File: config.mk
export PLATFORM = sky130hd
export DESIGN_NAME = game_status_keeper
export DESIGN_NICKNAME = d
export VERILOG_FILES = /design/src/rtl/game_status_pkg.sv /design/src/rtl/level_countdown.sv /design/src/rtl/game_status_keeper.sv
export SDC_FILE = /design/constraint.sdc
export NUM_CORES = 1
export LEC_CHECK = 0
export ABC_AREA = 1
export CORE_ASPECT_RATIO = 0.6
export CORE_MARGIN = 10
export CORE_UTILIZATION = 41
export CTS_BUF_LIST = sky130_fd_sc_hd__clkbuf_8
export DETAILED_ROUTE_END_ITERATION = 8
export PLACE_DENSITY = 0.7
export SLEW_MARGIN = 0
export SYNTH_ARGS = -nofsm -noshare
export SYNTH_HDL_FRONTEND = slang
export SYNTH_SLANG_ARGS = --single-unit
File: constraint.sdc
create_clock -name clk -period 4.43 [get_ports clk]
set_clock_uncertainty 0.05 [all_clocks]
set_input_delay 0.886 -clock clk [delete_from_list [all_inputs] [get_ports clk]]
set_output_delay 0.886 -clock clk [all_outputs]
set_load 0.01 [all_outputs]
File: src/rtl/game_status_pkg.sv
// game_status_pkg: shared types and constants for the game status keeper.
// The top module's optional bonus-life logic is controlled by the macro
// GAME_STATUS_BONUS_LIFE_EN; nothing in this package depends on it.
package game_status_pkg;

   // Bookkeeping FSM: normal play, end-of-level time tally, and the two
   // terminal states.
   typedef enum logic [1:0] {
      ST_PLAY  = 2'd0,
      ST_TALLY = 2'd1,
      ST_OVER  = 2'd2,
      ST_WON   = 2'd3
   } status_state_t;

   // Score register width; the score port and all score arithmetic use it.
   localparam int SCORE_W = 16;

   // Score distance between two bonus lives.
   localparam int BONUS_STEP = 1000;

   typedef logic [3:0] lives_t;
   typedef logic [6:0] secs_t;

   // Seconds counter decrement that sticks at zero.
   function automatic secs_t decSat(input secs_t s);
      return (s == '0) ? s : s - 7'd1;
   endfunction

endpackage

File: src/rtl/level_countdown.sv
// level_countdown: per-level countdown timer.
// A frame divider turns startOfFrame pulses into one-second ticks while
// `run` is high. `reload` restarts the level time and clears the divider,
// `tallyStep` removes one second during the end-of-level tally, and
// timeUp is the registered "countdown at zero while in play" flag.
module level_countdown
   import game_status_pkg::*;
#(
   parameter int LEVEL_TIME_SEC = 99,
   parameter int FRAMES_PER_SEC = 30
)(
   input  logic       clk,
   input  logic       reset,
   input  logic       startOfFrame,
   input  logic       run,
   input  logic       reload,
   input  logic       tallyStep,
   input  logic       inPlay,
   output logic [6:0] secondsLeft,
   output logic       secTick,
   output logic       timeUp
);

   localparam int FC_W = (FRAMES_PER_SEC > 1) ? $clog2(FRAMES_PER_SEC) : 1;
   localparam logic [FC_W-1:0] FC_LAST = FC_W'(FRAMES_PER_SEC - 1);
   localparam logic [FC_W-1:0] FC_ONE  = FC_W'(1);
   localparam secs_t RELOAD_SECS = secs_t'(LEVEL_TIME_SEC);

   logic [FC_W-1:0] frameCnt;

   // A second elapses on the frame that wraps the divider.
   assign secTick = run && startOfFrame && (frameCnt == FC_LAST);

   // Divider and seconds register; a reload beats both the tick and the
   // tally step, and the divider only moves while running.
   always_ff @(posedge clk) begin
      if (reset) begin
         frameCnt    <= '0;
         secondsLeft <= RELOAD_SECS;
      end else if (reload) begin
         frameCnt    <= '0;
         secondsLeft <= RELOAD_SECS;
      end else if (tallyStep) begin
         secondsLeft <= decSat(secondsLeft);
      end else if (run && startOfFrame) begin
         if (secTick) begin
            frameCnt    <= '0;
            secondsLeft <= decSat(secondsLeft);
         end else begin
            frameCnt <= frameCnt + FC_ONE;
         end
      end
   end

   // timeUp follows secondsLeft==0 one cycle later, only during play.
   always_ff @(posedge clk) begin
      if (reset) begin
         timeUp <= 1'b0;
      end else begin
         timeUp <= inPlay && (secondsLeft == '0);
      end
   end

endmodule

File: src/rtl/game_status_keeper.sv
// game_status_keeper: lives, score, level and win/lose bookkeeping around
// the game controller, plus the per-level countdown (level_countdown).
// Optional feature macro: GAME_STATUS_BONUS_LIFE_EN grants one extra life
// each time the score crosses a multiple of 1000 (capped at MAX_LIVES).
//
// Controller interface: decreaseLife and raiseScore are single-cycle
// pulses acted on in the cycle they are high (no handshake, no
// backpressure); nextLevel is a level signal of which only the rising
// edge matters. dbgState mirrors the FSM state for observation.
module game_status_keeper
   import game_status_pkg::*;
#(
   parameter int INIT_LIVES     = 3,
   parameter int MAX_LIVES      = 9,
   parameter int LEVEL_TIME_SEC = 99,
   parameter int FRAMES_PER_SEC = 30,
   parameter int DIAMOND_POINTS = 10,
   parameter int TIME_BONUS     = 5,
   parameter int NUM_LEVELS     = 3
)(
   input  logic               clk,
   input  logic               reset,
   input  logic               startOfFrame,
   input  logic               timerEnable,
   input  logic               decreaseLife,
   input  logic               raiseScore,
   input  logic               nextLevel,
   output logic [3:0]         remainingLives,
   output logic               timeUp,
   output logic [6:0]         secondsLeft,
   output logic [SCORE_W-1:0] score,
   output logic [1:0]         level,
   output logic               levelStart,
   output logic               gameOver,
   output logic               gameWon,
   output logic [1:0]         dbgState,
   output logic               dbgSecTick
);

   localparam lives_t             INIT_L      = lives_t'(INIT_LIVES);
   localparam lives_t             MAX_L       = lives_t'(MAX_LIVES);
   localparam logic [SCORE_W-1:0] DIAMOND_ADD = SCORE_W'(DIAMOND_POINTS);
   localparam logic [SCORE_W-1:0] TALLY_ADD   = SCORE_W'(TIME_BONUS);
   localparam logic [SCORE_W-1:0] SCORE_MAX   = '1;
   localparam logic [1:0]         LAST_LEVEL  = 2'(NUM_LEVELS - 1);

   status_state_t      state;
   status_state_t      stateNext;
   logic               nextLevelQ;
   logic               nlEdge;
   logic               inPlay;
   logic               inTally;
   logic               run;
   logic               reload;
   logic               tallyStep;
   logic               lifeLost;
   logic               goOver;
   logic               levelUp;
   logic               enterWon;
   logic               scoreUpd;
   logic               bonusLife;
   logic               secTick;
   logic [SCORE_W-1:0] scoreAdd;
   logic [SCORE_W-1:0] scoreNext;
   logic [SCORE_W:0]   scoreSum;
   lives_t             livesNext;

   assign inPlay   = (state == ST_PLAY);
   assign inTally  = (state == ST_TALLY);
   assign nlEdge   = nextLevel && !nextLevelQ;
   assign run      = inPlay && timerEnable;
   assign lifeLost = inPlay && decreaseLife;

   // Tally: one second converted to bonus points per frame until empty,
   // then either advance the level or finish the game.
   assign tallyStep = inTally && (secondsLeft != '0) && startOfFrame;
   assign levelUp   = inTally && (secondsLeft == '0) && (level != LAST_LEVEL);
   assign enterWon  = inTally && (secondsLeft == '0) && (level == LAST_LEVEL);
   assign reload    = lifeLost || levelUp;

   // Score is only touched by diamonds in play and by the tally steps;
   // the sum carries one extra bit so overflow clamps instead of wrapping.
   assign scoreUpd  = (inPlay && raiseScore) || tallyStep;
   assign scoreAdd  = inTally ? TALLY_ADD : DIAMOND_ADD;
   assign scoreSum  = {1'b0, score} + {1'b0, scoreAdd};
   assign scoreNext = !scoreUpd       ? score :
                      scoreSum[SCORE_W] ? SCORE_MAX : scoreSum[SCORE_W-1:0];

`ifdef GAME_STATUS_BONUS_LIFE_EN
   localparam logic [SCORE_W:0] BONUS_STEP_W = (SCORE_W + 1)'(BONUS_STEP);

   // Next score multiple that earns a life. Score never decreases and a
   // single update adds far less than BONUS_STEP, so one comparison per
   // update finds every crossing and at most one per cycle.
   logic [SCORE_W:0] bonusAt;

   assign bonusLife = scoreUpd && ({1'b0, scoreNext} >= bonusAt);

   // Advance the threshold each time a bonus life is granted.
   always_ff @(posedge clk) begin
      if (reset) begin
         bonusAt <= BONUS_STEP_W;
      end else if (bonusLife) begin
         bonusAt <= bonusAt + BONUS_STEP_W;
      end
   end
`else
   assign bonusLife = 1'b0;
`endif

   // Lives: a bonus and a lost life in the same cycle cancel out.
   always_comb begin
      livesNext = remainingLives;
      if (bonusLife && !lifeLost) begin
         if (remainingLives < MAX_L) livesNext = remainingLives + 4'd1;
      end else if (lifeLost && !bonusLife) begin
         if (remainingLives != '0) livesNext = remainingLives - 4'd1;
      end
   end

   // Losing the last life outranks a simultaneous nextLevel edge.
   assign goOver = lifeLost && (livesNext == '0);

   // FSM state register.
   always_ff @(posedge clk) begin
      if (reset) begin
         state <= ST_PLAY;
      end else begin
         state <= stateNext;
      end
   end

   // Next-state logic; the terminal states hold until reset.
   always_comb begin
      stateNext = state;
      case (state)
         ST_PLAY: begin
            if (goOver) begin
               stateNext = ST_OVER;
            end else if (nlEdge) begin
               stateNext = ST_TALLY;
            end
         end
         ST_TALLY: begin
            if (enterWon) begin
               stateNext = ST_WON;
            end else if (levelUp) begin
               stateNext = ST_PLAY;
            end
         end
         default: stateNext = state;
      endcase
   end

   // Bookkeeping registers; in the terminal states every update term is
   // zero so these simply hold.
   always_ff @(posedge clk) begin
      if (reset) begin
         remainingLives <= INIT_L;
         score          <= '0;
         level          <= '0;
         levelStart     <= 1'b0;
         gameOver       <= 1'b0;
         gameWon        <= 1'b0;
         nextLevelQ     <= 1'b0;
      end else begin
         remainingLives <= livesNext;
         score          <= scoreNext;
         levelStart     <= levelUp;
         gameOver       <= gameOver || goOver;
         gameWon        <= gameWon || enterWon;
         nextLevelQ     <= nextLevel;
         if (levelUp) level <= level + 2'd1;
      end
   end

   level_countdown #(
      .LEVEL_TIME_SEC (LEVEL_TIME_SEC),
      .FRAMES_PER_SEC (FRAMES_PER_SEC)
   ) uCountdown (
      .clk          (clk),
      .reset        (reset),
      .startOfFrame (startOfFrame),
      .run          (run),
      .reload       (reload),
      .tallyStep    (tallyStep),
      .inPlay       (inPlay),
      .secondsLeft  (secondsLeft),
      .secTick      (secTick),
      .timeUp       (timeUp)
   );

   assign dbgState   = state;
   assign dbgSecTick = secTick;

endmodule

==> metrics.cfg <==
[run_status]
status=completed

[timing]
hold_viol=0
finalSetupViolations=0
rsz0062_at_grt=no
worst_slew_pin_slew_ns=0.465
slew_headroom=0.689
period_needed_ns=3.22
fin_tns_setup_ns=0
slew_violations=0
fin_crit_sh=0.726
max_freq_ghz=0.311

[synth]
syn_area_per_cell_um2=7.01
ys_types=39
synth_most_common_cell=nand2_1
synth.cells.most_frequent=nand2_1, dfxtp_1, inv_1
synth_edf_count=0
synth_cells=335
synth_top_area_frac=0.349
synthTopCellsByArea=dfxtp_1, nand2_1, nand3_1
synth_top_area_cell=dfxtp_1
synth_area_um2=2350
yosys_warnings=0
syn-num-nets=352
seq_area_frac_synth=0.349
synth_ff_type=dfxtp_1
ys_ff_latch=41
synthArstFlopShare=0

[worst_setup_path]
cp.arrival_ns=2.28
crit_family=buffers and inverters
reg2reg_depth=14
crit_top_cell=clkdlybuf4s50_1
reg2reg_from=dbgState[0]$_SDFFE_PP0P_
worst-path-buf-inv=2
crit_fanout=7
critPathKind=input pin to output port
worst_r2r_endpoint=score[11]$_SDFFE_PP0P_
rrSetupSlack_ns=1.66
critPathMaxStageDelay_ns=0.55
cp-start-kind=input pin
required_ns=3.49
end_kind=output port
path_cells=clkdlybuf4s50_1 > nand3_2 > nor2_4 > clkdlybuf4s50_1
critPathSlowestCell=clkdlybuf4s50_1

[place]
io_buffers=42
globalplace.congestion=0.892
dp_hpwl_mm=4.58

[global_route]
antenna_found_initial=0
grt_max_degree=24
grt_pass1_wl_mm=9.34
grt_use_total=0.118
grt_pass1_vias=1908
grt-ovfl-total=0

[pwr]
p_int_mw=0.762
power_frac_seq=0.373
max-vdd-ir-drop_v=0.000243
pwr-share-clk=0.239
p_total_mw=1.21
p_comb_frac=0.388
p_leak_nw=1.21
switching_power_mw=0.451
p_sw_frac=0.372
power_density_nw_per_um2=412

[floorplan]
dieArea_um2=9250
num_io_pins=43
rows=21
initial_core_util=0.422
core_area_um2=5570
die_w_um=118
die_h_um=78.6

[cells_and_area]
drive_gt1_frac=0.111
nets=397
num_antenna_cells=0
syn_to_final_growth_pct=25.3
final.fill_count=549

[route]
final_antenna_net_count=0
drc=0
met2_length_mm=2.37
met1_length_mm=3.03
highest_layer=met4
route.met3.wl_um=281
drt_iter0_markers=126
vias_per_cell=4.80
routed_wl_mm=5.72
via_count=2209
wire_per_inst_um=12.4
first_pass_iters=5

[clock_network]
clk_pin_slew_ns=0.08
hold_buffers=0
clock_latency_ns=0.29
cts_tree=yes
h-tree-depth=2
cts_resized=0
clockBufferDepth=2
root_buffer=clkbuf_8
cts.sink_count=41
post_cts_buffers=0
cts_buffers=5

[min_path]
holdPathEnd=gameWon$_SDFF_PP0_
hold_start=gameWon$_SDFF_PP0_
hold_depth=2
min_path_type=flop to flop

[flow_run]
cap_violations=0

## cell families after synthesis
| group | Yosys count | synth area share |
|---|---|---|
| compound gates | 48 | 0.111 |
| xor+xnor | 7 | 0.0261 |
| fa+ha+maj | 10 | 0.0565 |
| buf+inv | 48 | 0.0868 |
| flops | 41 | 0.349 |
| simple gates | 181 | 0.370 |
## power by group through the flow
stage	sequential (mW)	clock [mW]	combinational [mW]
final	0.452	0.290	0.471
after detailed placement	0.460	0	0.472
after floorplan	0.469	0	0.314
after global routing	0.459	0.314	0.532
after CTS	0.452	0.295	0.474
after global placement	0.461	0	0.463
## layer usage
| layer | global-route usage | vias up |
|---|---|---|
| li1 | - | 1176 |
| met1 | 0.164 | 989 |
| met2 | 0.174 | 40 |
| met3 | 0.0336 | 4 |
| met4 | 0.0295 | 0 |
| met5 | 0 | - |
## cells in the final DEF (no fill, tap or decap), types with 2 or more instances in the layout
cell / instances
ha_1: 9
inv_1: 37
nor2_1: 30
nand3b_1: 4
dfxtp_1: 41
xnor2_1: 5
nand3_2: 3
nor2_2: 4
o21ai_0: 13
a21oi_1: 23
inv_2: 3
nand2_2: 12
clkinv_2: 3
nand2_1: 76
nand4_1: 6
xor2_1: 2
nor2_4: 4
nor3_1: 7
o21ai_1: 3
nand3_1: 28
nor3_2: 2
clkbuf_8: 5
clkdlybuf4s50_1: 42
a31oi_1: 4
## sequential cells by signal (all words and copies together), names as in the netlist
signal / count
gameOver: 1
gameWon: 1
levelStart: 1
dbgState: 2
uCountdown.timeUp: 1
uCountdown.secondsLeft: 7
nextLevelQ: 1
score: 16
uCountdown.frameCnt: 5
level: 2
remainingLives: 4
## how the worst max path moves through the flow
stage	start	endpoint	cells past startpoint
finish	startOfFrame	dbgSecTick	4
global route	startOfFrame	dbgSecTick	4
CTS	startOfFrame	dbgSecTick	4
detailed placement	startOfFrame	dbgSecTick	4
global placement	startOfFrame	dbgSecTick	4
floorplan	dbgState[0]$_SDFFE_PP0P_	score[6]$_SDFFE_PP0P_	13
## per-stage QoR
stage	cell area, um^2	setup WS, ns	utilization	instances	hold slack [ns]
floorplan	2350	2.10	-	335	0.405
global placement	2840	1.24	0.510	453	0.392
detailed placement	2840	1.21	0.510	453	0.397
CTS	2940	1.20	0.528	460	0.408
global route	2940	1.13	0.528	460	0.418
finish	2940	1.21	0.528	460	0.406
## layout make-up
class | count | area, um^2 | share of cell area
Clock buffer | 5 | 68.8 | 0.0234
Timing Repair Buffer | 43 | 428 | 0.145
Multi-Input combinational cell | 246 | 1320 | 0.450
Tap cell | 80 | 100 | 0.0340
Clock inverter | 2 | 35.0 | 0.0119
Inverter | 43 | 166 | 0.0565
Sequential cell | 41 | 821 | 0.279
## worst register-to-register path: cells and delay by family, from the launching register on
family | cells | cell delay, ns
simple gates | 7 | 1.07
buf+inv | 4 | 0.37
compound gates | 1 | 0.13
flops | 1 | 0.39
fa+ha+maj | 2 | 0.68
Note: power is estimated with default switching activity, not from simulation.
